## config.mk

```make
export PLATFORM = sky130hd
export DESIGN_NAME = sdram_arbiter2_flat
export DESIGN_NICKNAME = d
export VERILOG_FILES = /design/src/rtl/sdram_arbiter2_if.sv /design/src/rtl/sdram_arbiter2.sv /design/src/flat_wrapper.sv
export SDC_FILE = /design/constraint.sdc
export NUM_CORES = 1
export LEC_CHECK = 0
export ABC_AREA = 1
export BUFFER_PORTS_ARGS = -buffer_cell sky130_fd_sc_hd__buf_4
export CAP_MARGIN = 20
export CORE_MARGIN = 4
export CORE_UTILIZATION = 48
export DETAILED_ROUTE_END_ITERATION = 16
export HOLD_SLACK_MARGIN = 0.03
export PLACE_DENSITY = 0.77
export SYNTH_ARGS = -nofsm -noshare
export SYNTH_HDL_FRONTEND = slang
export SYNTH_SLANG_ARGS = --single-unit
```

## constraint.sdc

```tcl
create_clock -name clock -period 1.3 [get_ports clock]
set_input_delay 0.195 -clock clock [delete_from_list [all_inputs] [get_ports clock]]
set_output_delay 0.195 -clock clock [all_outputs]
set_load 0.01 [all_outputs]
```

## src/rtl/sdram_arbiter2_if.sv

```systemverilog
// sdram_arbiter2_if: client request/response signals plus the downstream SDRAM controller port
interface sdram_arbiter2_if;
    logic [31:0] in_sd0_addr, in_sd1_addr;
    logic        in_sd0_rw, in_sd1_rw;
    logic [31:0] in_sd0_data_in, in_sd1_data_in;
    logic        in_sd0_wmask, in_sd1_wmask;
    logic        in_sd0_in_valid, in_sd1_in_valid;
    logic [31:0] out_sd0_data_out, out_sd1_data_out;
    logic        out_sd0_done, out_sd1_done;
    logic [31:0] out_sd_addr;
    logic        out_sd_rw;
    logic [31:0] out_sd_data_in;
    logic        out_sd_wmask;
    logic        out_sd_in_valid;
    logic [31:0] in_sd_data_out;
    logic        in_sd_done;
    logic        out_grant, out_busy, out_overrun;

    modport slave (
        input  in_sd0_addr, in_sd0_rw, in_sd0_data_in, in_sd0_wmask, in_sd0_in_valid,
               in_sd1_addr, in_sd1_rw, in_sd1_data_in, in_sd1_wmask, in_sd1_in_valid,
               in_sd_data_out, in_sd_done,
        output out_sd0_data_out, out_sd0_done, out_sd1_data_out, out_sd1_done,
               out_sd_addr, out_sd_rw, out_sd_data_in, out_sd_wmask, out_sd_in_valid,
               out_grant, out_busy, out_overrun
    );

    modport master (
        output in_sd0_addr, in_sd0_rw, in_sd0_data_in, in_sd0_wmask, in_sd0_in_valid,
               in_sd1_addr, in_sd1_rw, in_sd1_data_in, in_sd1_wmask, in_sd1_in_valid,
               in_sd_data_out, in_sd_done,
        input  out_sd0_data_out, out_sd0_done, out_sd1_data_out, out_sd1_done,
               out_sd_addr, out_sd_rw, out_sd_data_in, out_sd_wmask, out_sd_in_valid,
               out_grant, out_busy, out_overrun
    );
endinterface

```

## src/rtl/sdram_arbiter2.sv

```systemverilog
// sdram_arbiter2: two-client round-robin arbiter in front of a single SDRAM controller
module sdram_arbiter2 (
    input logic            clock,
    input logic            reset,
    sdram_arbiter2_if.slave bus
);
    typedef enum logic [1:0] {IDLE, ISSUE, WAIT} state_t;
    state_t      state, state_nx;
    logic [1:0]  req_v, req_rw, req_wmask, pend, slot_rw, slot_wmask, done;
    logic [31:0] req_addr [2];
    logic [31:0] req_data [2];
    logic [31:0] slot_addr [2];
    logic [31:0] slot_data [2];
    logic [31:0] data_out [2];
    logic        last, grant, sel, fin, overrun, sd_rw, sd_wmask;
    logic [31:0] sd_addr, sd_data;

    assign req_v       = {bus.in_sd1_in_valid, bus.in_sd0_in_valid};
    assign req_rw      = {bus.in_sd1_rw, bus.in_sd0_rw};
    assign req_wmask   = {bus.in_sd1_wmask, bus.in_sd0_wmask};
    assign req_addr[0] = bus.in_sd0_addr;
    assign req_addr[1] = bus.in_sd1_addr;
    assign req_data[0] = bus.in_sd0_data_in;
    assign req_data[1] = bus.in_sd1_data_in;
    assign sel = &pend ? ~last : pend[1];
    assign fin = state == WAIT && bus.in_sd_done;

    // state register
    always_ff @(posedge clock or negedge reset)
        if (!reset) state <= IDLE;
        else        state <= state_nx;

    // next state: one issue cycle, then wait for the controller's done
    always_comb begin
        state_nx = state;
        case (state)
            IDLE:    state_nx = |pend ? ISSUE : IDLE;
            ISSUE:   state_nx = WAIT;
            WAIT:    state_nx = bus.in_sd_done ? IDLE : WAIT;
            default: state_nx = IDLE;
        endcase
    end

    // pending slots: latch fresh pulses, flag pulses hitting a full slot, free the slot on completion
    always_ff @(posedge clock or negedge reset)
        if (!reset) begin
            pend       <= '0;
            slot_rw    <= '0;
            slot_wmask <= '0;
            slot_addr  <= '{default: '0};
            slot_data  <= '{default: '0};
            overrun    <= 1'b0;
        end else begin
            for (int n = 0; n < 2; n++) begin
                if (req_v[n] && pend[n]) overrun <= 1'b1;
                else if (req_v[n]) begin
                    pend[n]       <= 1'b1;
                    slot_addr[n]  <= req_addr[n];
                    slot_data[n]  <= req_data[n];
                    slot_rw[n]    <= req_rw[n];
                    slot_wmask[n] <= req_wmask[n];
                end
                if (fin && grant == n[0]) pend[n] <= 1'b0;
            end
        end

    // downstream request fields are loaded at grant and held; completion returns data and pulses done
    always_ff @(posedge clock or negedge reset)
        if (!reset) begin
            grant    <= 1'b0;
            last     <= 1'b1;
            sd_addr  <= '0;
            sd_rw    <= 1'b1;
            sd_data  <= '0;
            sd_wmask <= 1'b0;
            done     <= '0;
            data_out <= '{default: '0};
        end else begin
            done <= '0;
            if (state == IDLE && |pend) begin
                grant    <= sel;
                sd_addr  <= slot_addr[sel];
                sd_rw    <= slot_rw[sel];
                sd_data  <= slot_data[sel];
                sd_wmask <= slot_wmask[sel];
            end
            if (fin) begin
                data_out[grant] <= bus.in_sd_data_out;
                done[grant]     <= 1'b1;
                last            <= grant;
            end
        end

    assign bus.out_sd_addr      = sd_addr;
    assign bus.out_sd_rw        = sd_rw;
    assign bus.out_sd_data_in   = sd_data;
    assign bus.out_sd_wmask     = sd_wmask;
    assign bus.out_sd_in_valid  = state == ISSUE;
    assign bus.out_sd0_data_out = data_out[0];
    assign bus.out_sd1_data_out = data_out[1];
    assign bus.out_sd0_done     = done[0];
    assign bus.out_sd1_done     = done[1];
    assign bus.out_grant        = grant;
    assign bus.out_busy         = state != IDLE;
    assign bus.out_overrun      = overrun;
endmodule

```

## src/flat_wrapper.sv

```systemverilog
// flat-port wrapper written by rule: the top's interface ports become plain ports
module sdram_arbiter2_flat 
  (clock, reset, bus_in_sd0_addr, bus_in_sd0_rw, bus_in_sd0_data_in, bus_in_sd0_wmask, bus_in_sd0_in_valid, bus_in_sd1_addr, bus_in_sd1_rw, bus_in_sd1_data_in, bus_in_sd1_wmask, bus_in_sd1_in_valid, bus_in_sd_data_out, bus_in_sd_done, bus_out_sd0_data_out, bus_out_sd0_done, bus_out_sd1_data_out, bus_out_sd1_done, bus_out_sd_addr, bus_out_sd_rw, bus_out_sd_data_in, bus_out_sd_wmask, bus_out_sd_in_valid, bus_out_grant, bus_out_busy, bus_out_overrun);
  sdram_arbiter2_if bus_i ();
  input logic clock;
  input logic reset;
  input wire logic [$bits(bus_i.in_sd0_addr)-1:0] bus_in_sd0_addr;
  input wire logic [$bits(bus_i.in_sd0_rw)-1:0] bus_in_sd0_rw;
  input wire logic [$bits(bus_i.in_sd0_data_in)-1:0] bus_in_sd0_data_in;
  input wire logic [$bits(bus_i.in_sd0_wmask)-1:0] bus_in_sd0_wmask;
  input wire logic [$bits(bus_i.in_sd0_in_valid)-1:0] bus_in_sd0_in_valid;
  input wire logic [$bits(bus_i.in_sd1_addr)-1:0] bus_in_sd1_addr;
  input wire logic [$bits(bus_i.in_sd1_rw)-1:0] bus_in_sd1_rw;
  input wire logic [$bits(bus_i.in_sd1_data_in)-1:0] bus_in_sd1_data_in;
  input wire logic [$bits(bus_i.in_sd1_wmask)-1:0] bus_in_sd1_wmask;
  input wire logic [$bits(bus_i.in_sd1_in_valid)-1:0] bus_in_sd1_in_valid;
  input wire logic [$bits(bus_i.in_sd_data_out)-1:0] bus_in_sd_data_out;
  input wire logic [$bits(bus_i.in_sd_done)-1:0] bus_in_sd_done;
  output wire logic [$bits(bus_i.out_sd0_data_out)-1:0] bus_out_sd0_data_out;
  output wire logic [$bits(bus_i.out_sd0_done)-1:0] bus_out_sd0_done;
  output wire logic [$bits(bus_i.out_sd1_data_out)-1:0] bus_out_sd1_data_out;
  output wire logic [$bits(bus_i.out_sd1_done)-1:0] bus_out_sd1_done;
  output wire logic [$bits(bus_i.out_sd_addr)-1:0] bus_out_sd_addr;
  output wire logic [$bits(bus_i.out_sd_rw)-1:0] bus_out_sd_rw;
  output wire logic [$bits(bus_i.out_sd_data_in)-1:0] bus_out_sd_data_in;
  output wire logic [$bits(bus_i.out_sd_wmask)-1:0] bus_out_sd_wmask;
  output wire logic [$bits(bus_i.out_sd_in_valid)-1:0] bus_out_sd_in_valid;
  output wire logic [$bits(bus_i.out_grant)-1:0] bus_out_grant;
  output wire logic [$bits(bus_i.out_busy)-1:0] bus_out_busy;
  output wire logic [$bits(bus_i.out_overrun)-1:0] bus_out_overrun;
  assign bus_i.in_sd0_addr = bus_in_sd0_addr;
  assign bus_i.in_sd0_rw = bus_in_sd0_rw;
  assign bus_i.in_sd0_data_in = bus_in_sd0_data_in;
  assign bus_i.in_sd0_wmask = bus_in_sd0_wmask;
  assign bus_i.in_sd0_in_valid = bus_in_sd0_in_valid;
  assign bus_i.in_sd1_addr = bus_in_sd1_addr;
  assign bus_i.in_sd1_rw = bus_in_sd1_rw;
  assign bus_i.in_sd1_data_in = bus_in_sd1_data_in;
  assign bus_i.in_sd1_wmask = bus_in_sd1_wmask;
  assign bus_i.in_sd1_in_valid = bus_in_sd1_in_valid;
  assign bus_i.in_sd_data_out = bus_in_sd_data_out;
  assign bus_i.in_sd_done = bus_in_sd_done;
  assign bus_out_sd0_data_out = bus_i.out_sd0_data_out;
  assign bus_out_sd0_done = bus_i.out_sd0_done;
  assign bus_out_sd1_data_out = bus_i.out_sd1_data_out;
  assign bus_out_sd1_done = bus_i.out_sd1_done;
  assign bus_out_sd_addr = bus_i.out_sd_addr;
  assign bus_out_sd_rw = bus_i.out_sd_rw;
  assign bus_out_sd_data_in = bus_i.out_sd_data_in;
  assign bus_out_sd_wmask = bus_i.out_sd_wmask;
  assign bus_out_sd_in_valid = bus_i.out_sd_in_valid;
  assign bus_out_grant = bus_i.out_grant;
  assign bus_out_busy = bus_i.out_busy;
  assign bus_out_overrun = bus_i.out_overrun;
  sdram_arbiter2 u_core (.clock(clock), .reset(reset), .bus(bus_i));
endmodule
```

==> results.cfg <==
[finish]
drive_above_1_share_pct = 43.5
final_nets = 2096
post-route-util_pct = 90.0
syn2layout_area_growth_pct = 85.2

[floorplan]
dieWidth_um = 162
start_util_pct = 48.6
die_area_sq_um = 26200
row_count = 56
core_sq_um = 23400
die_y_um = 162
io_pins = 305

[sta]
layout_min_cycle_time_ns = 1.91
max_freq_mhz = 522
finalCritPeriodShare_pct = 147
setup_viol = 290
hold_viol_final = 0
fin_skew_ns = 0.0327
slew-limit-headroom_pct = 49.0
worst_pin_slew_ns = 0.766
fin_ws_ns = -0.614
rsz0062_at_grt = true
setup_tns_ns = -35.12
slew_violations = 0

[drt]
drc = 0
dr.pass1.iters = 6
routedWlPerCell_um = 27.6
route.antenna.remaining_nets = 0
vias_per_cell = 6.20
dr_total_vias = 14100
drt_iter0_drc = 2142
wl_mm = 62.7

[global_routing]
grt_use_total_pct = 31.7
grt-ovfl-total = 0
grt_pass1_vias = 12300
grt_max_degree = 53
antenna_found_initial = 3
grt_pass1_wl_mm = 66.7

[placed_design]
place.gp.congestion = 0.819
post-dp-hpwl_mm = 22.4
numPortBuffers = 304

[power_and_ir_drop]
p_leak_nw = 10.6
ir_drop_v = 0.00153
p_comb_share_pct = 56.6
p_clk_share_pct = 16.1
p_sw_share_pct = 42.6
p_sw_mw = 23.7
p_per_area_nw_per_um2 = 2640
p_int_mw = 31.9
seqPwrFrac_pct = 27.3

[synthesis]
synthSimpleGateAreaFrac_pct = 25.3
mappedNetlistArea_sq_um = 11400
synth_xor_area_share_pct = 0
synth_cell_type_count = 19
syn_nets = 1484
syn_inst = 1315
yosys_warnings = 0
syn_avg_cell_area_sq_um = 8.64
synth_mux_area_share_pct = 0
synth_top_family_by_area = simple AND/OR/NAND/NOR gates
synth_seq_cells = 271
ys_seq_area_share_pct = 59.7
synthAdderAreaFrac_pct = 0
synth-compound-area-share_pct = 6.09

[setup_path]
startpoint = u_core.pend[0]$_DFFE_PN0P_
worst-path-buf-inv = 3
path_depth = 6
cp.arrival_ns = 2.28
r2r_cells = 6
critPathMaxFanout = 6
crit_slowest_cell = a21oi_1
cpPeakStageDelay_ns = 0.59
path_class = flip-flop to flip-flop
critPathTopFamily = compound AO/OA/AOI/OAI gates
start_kind = flip-flop
r2r_end = u_core.slot_data[56]$_DFFE_PN0P_
path_cells = buf_6 -> clkinv_8 -> nand2_8 -> buf_12 -> nor2_1 -> a21oi_1
r2r_slack_ns = -0.61
crit_path_end_kind = flip-flop
r2r-start = u_core.pend[0]$_DFFE_PN0P_
critical_path_required_ns = 1.67

[clock_tree]
cts_buffer_depth = 3
clk_latency_ns = 0.57
clkSinkCount = 271
cts_tree = yes
path_clk_slew_ns = 0.07
cts.htree.levels = 1
cts_buffers = 28
root_buffer = clkbuf_16

[hold_path]
min_path_type = input port to asynchronous set/reset pin

[status]
status = finished with violations
violations = setup timing

[run]
cap_violations = 0
final cells by class:
class | count | area (sq um)
diodes | 3 | 7.51
repair buffers | 668 | 7170
flip-flops and latches | 271 | 6790
clock buffers | 41 | 831
well taps | 319 | 399
inverters | 140 | 551
clock inverters | 10 | 153
multi-input cells | 818 | 5150
fillers | 888 | 2350
placed cells by master, fill, tap and decap left out, drive strengths merged:
cell	instances
nand2	344
bufinv	4
dfstp	2
dlygate4sd3	168
dfrtp	269
nor2	139
o21bai	1
nand4	64
diode	3
buf	467
clkinvlp	1
nand3	134
a21oi	133
clkinv	7
bufbuf	1
o21ai	3
inv	138
clkbuf	73
Yosys cell counts (all sizes together):
master	count	area (sq um)
inv	140	526
nand2	338	1270
nand4	64	400
o21ai	3	18.8
nand3	134	676
buf	68	399
dfstp	2	52.6
o21bai	1	7.51
clkbuf	24	90.1
a21oi	133	666
nor2	139	527
dfrtp	269	6730
worst max-delay path by stage:
stage / end / slack [ns]
3_5_place_dp: u_core.bus.out_sd_addr[18]$_DFFE_PN0P_ / -0.04
5_1_grt: u_core.slot_data[56]$_DFFE_PN0P_ / -0.60
6_report: u_core.slot_data[56]$_DFFE_PN0P_ / -0.61
2_1_floorplan: u_core.bus.out_sd0_data_out[11]$_DFFE_PN0P_ / 0.06
4_1_cts: bus_out_busy / -0.22
3_3_place_gp: u_core.bus.out_sd_data_in[29]$_DFFE_PN0P_ / 0.02
registers in the layout, summed over array words and instances, names as in the netlist, 2 cells and up:
register                     flops
u_core.slot_addr                64
u_core.slot_data                64
u_core.bus.out_sd0_data_out     32
u_core.bus.out_sd1_data_out     32
u_core.bus.out_sd_addr          32
u_core.bus.out_sd_data_in       32
u_core.done                      2
u_core.pend                      2
u_core.slot_rw                   2
u_core.slot_wmask                2
u_core.state                     2
per-layer routing:
| layer | wire (um) | global-route usage, % | vias up |
|---|---|---|---|
| li1 | - | - | 5425 |
| met1 | 20200 | 39.9 | 6660 |
| met2 | 28800 | 53.8 | 1446 |
| met3 | 7750 | 5.94 | 537 |
| met4 | 5900 | 14.1 | 0 |
| met5 | 0 | 0 | - |
logic make-up (layout without fill, tap and decap cells):
logic type	after synthesis	after routing
simple gates	675	681
flops	271	271
buf+inv	232	859
compound gates	137	137
other cells	0	3
power groups by stage:
| stage | clock network, mW | registers, mW | logic, mW |
|---|---|---|---|
| 2_1_floorplan | 0 | 14.9 | 8.43 |
| 3_5_place_dp | 0 | 14.3 | 16.3 |
| 3_3_place_gp | 0 | 14.3 | 15.7 |
| 5_1_grt | 9.23 | 15.3 | 32.5 |
| 4_1_cts | 8.64 | 14.3 | 20.8 |
| 6_report | 8.96 | 15.2 | 31.5 |
what timing repair did:
action,4_1_cts,5_1_grt
setup endpoints to repair,95,316
cloned,13,54
setup buffers,20,72
hold buffers,168,0
endpoints found under the hold margin,471,0
gates resized for setup,108,413
pin swaps,30,149
metrics by stage:
step	instance area [sq um]	total power, mW	hold slack (ns)	setup WS, ns	cells
after floorplan	11400	23.3	-0.101	0.0612	1315
after global placement	14200	29.9	0.120	0.0168	1894
after detailed placement	14200	30.6	0.121	-0.0440	1894
after CTS	17900	43.7	0.147	-0.217	2146
after global routing	21100	57.0	0.178	-0.596	2270
final	21100	55.7	0.161	-0.614	2270
Power figures use the tool's default switching activity.
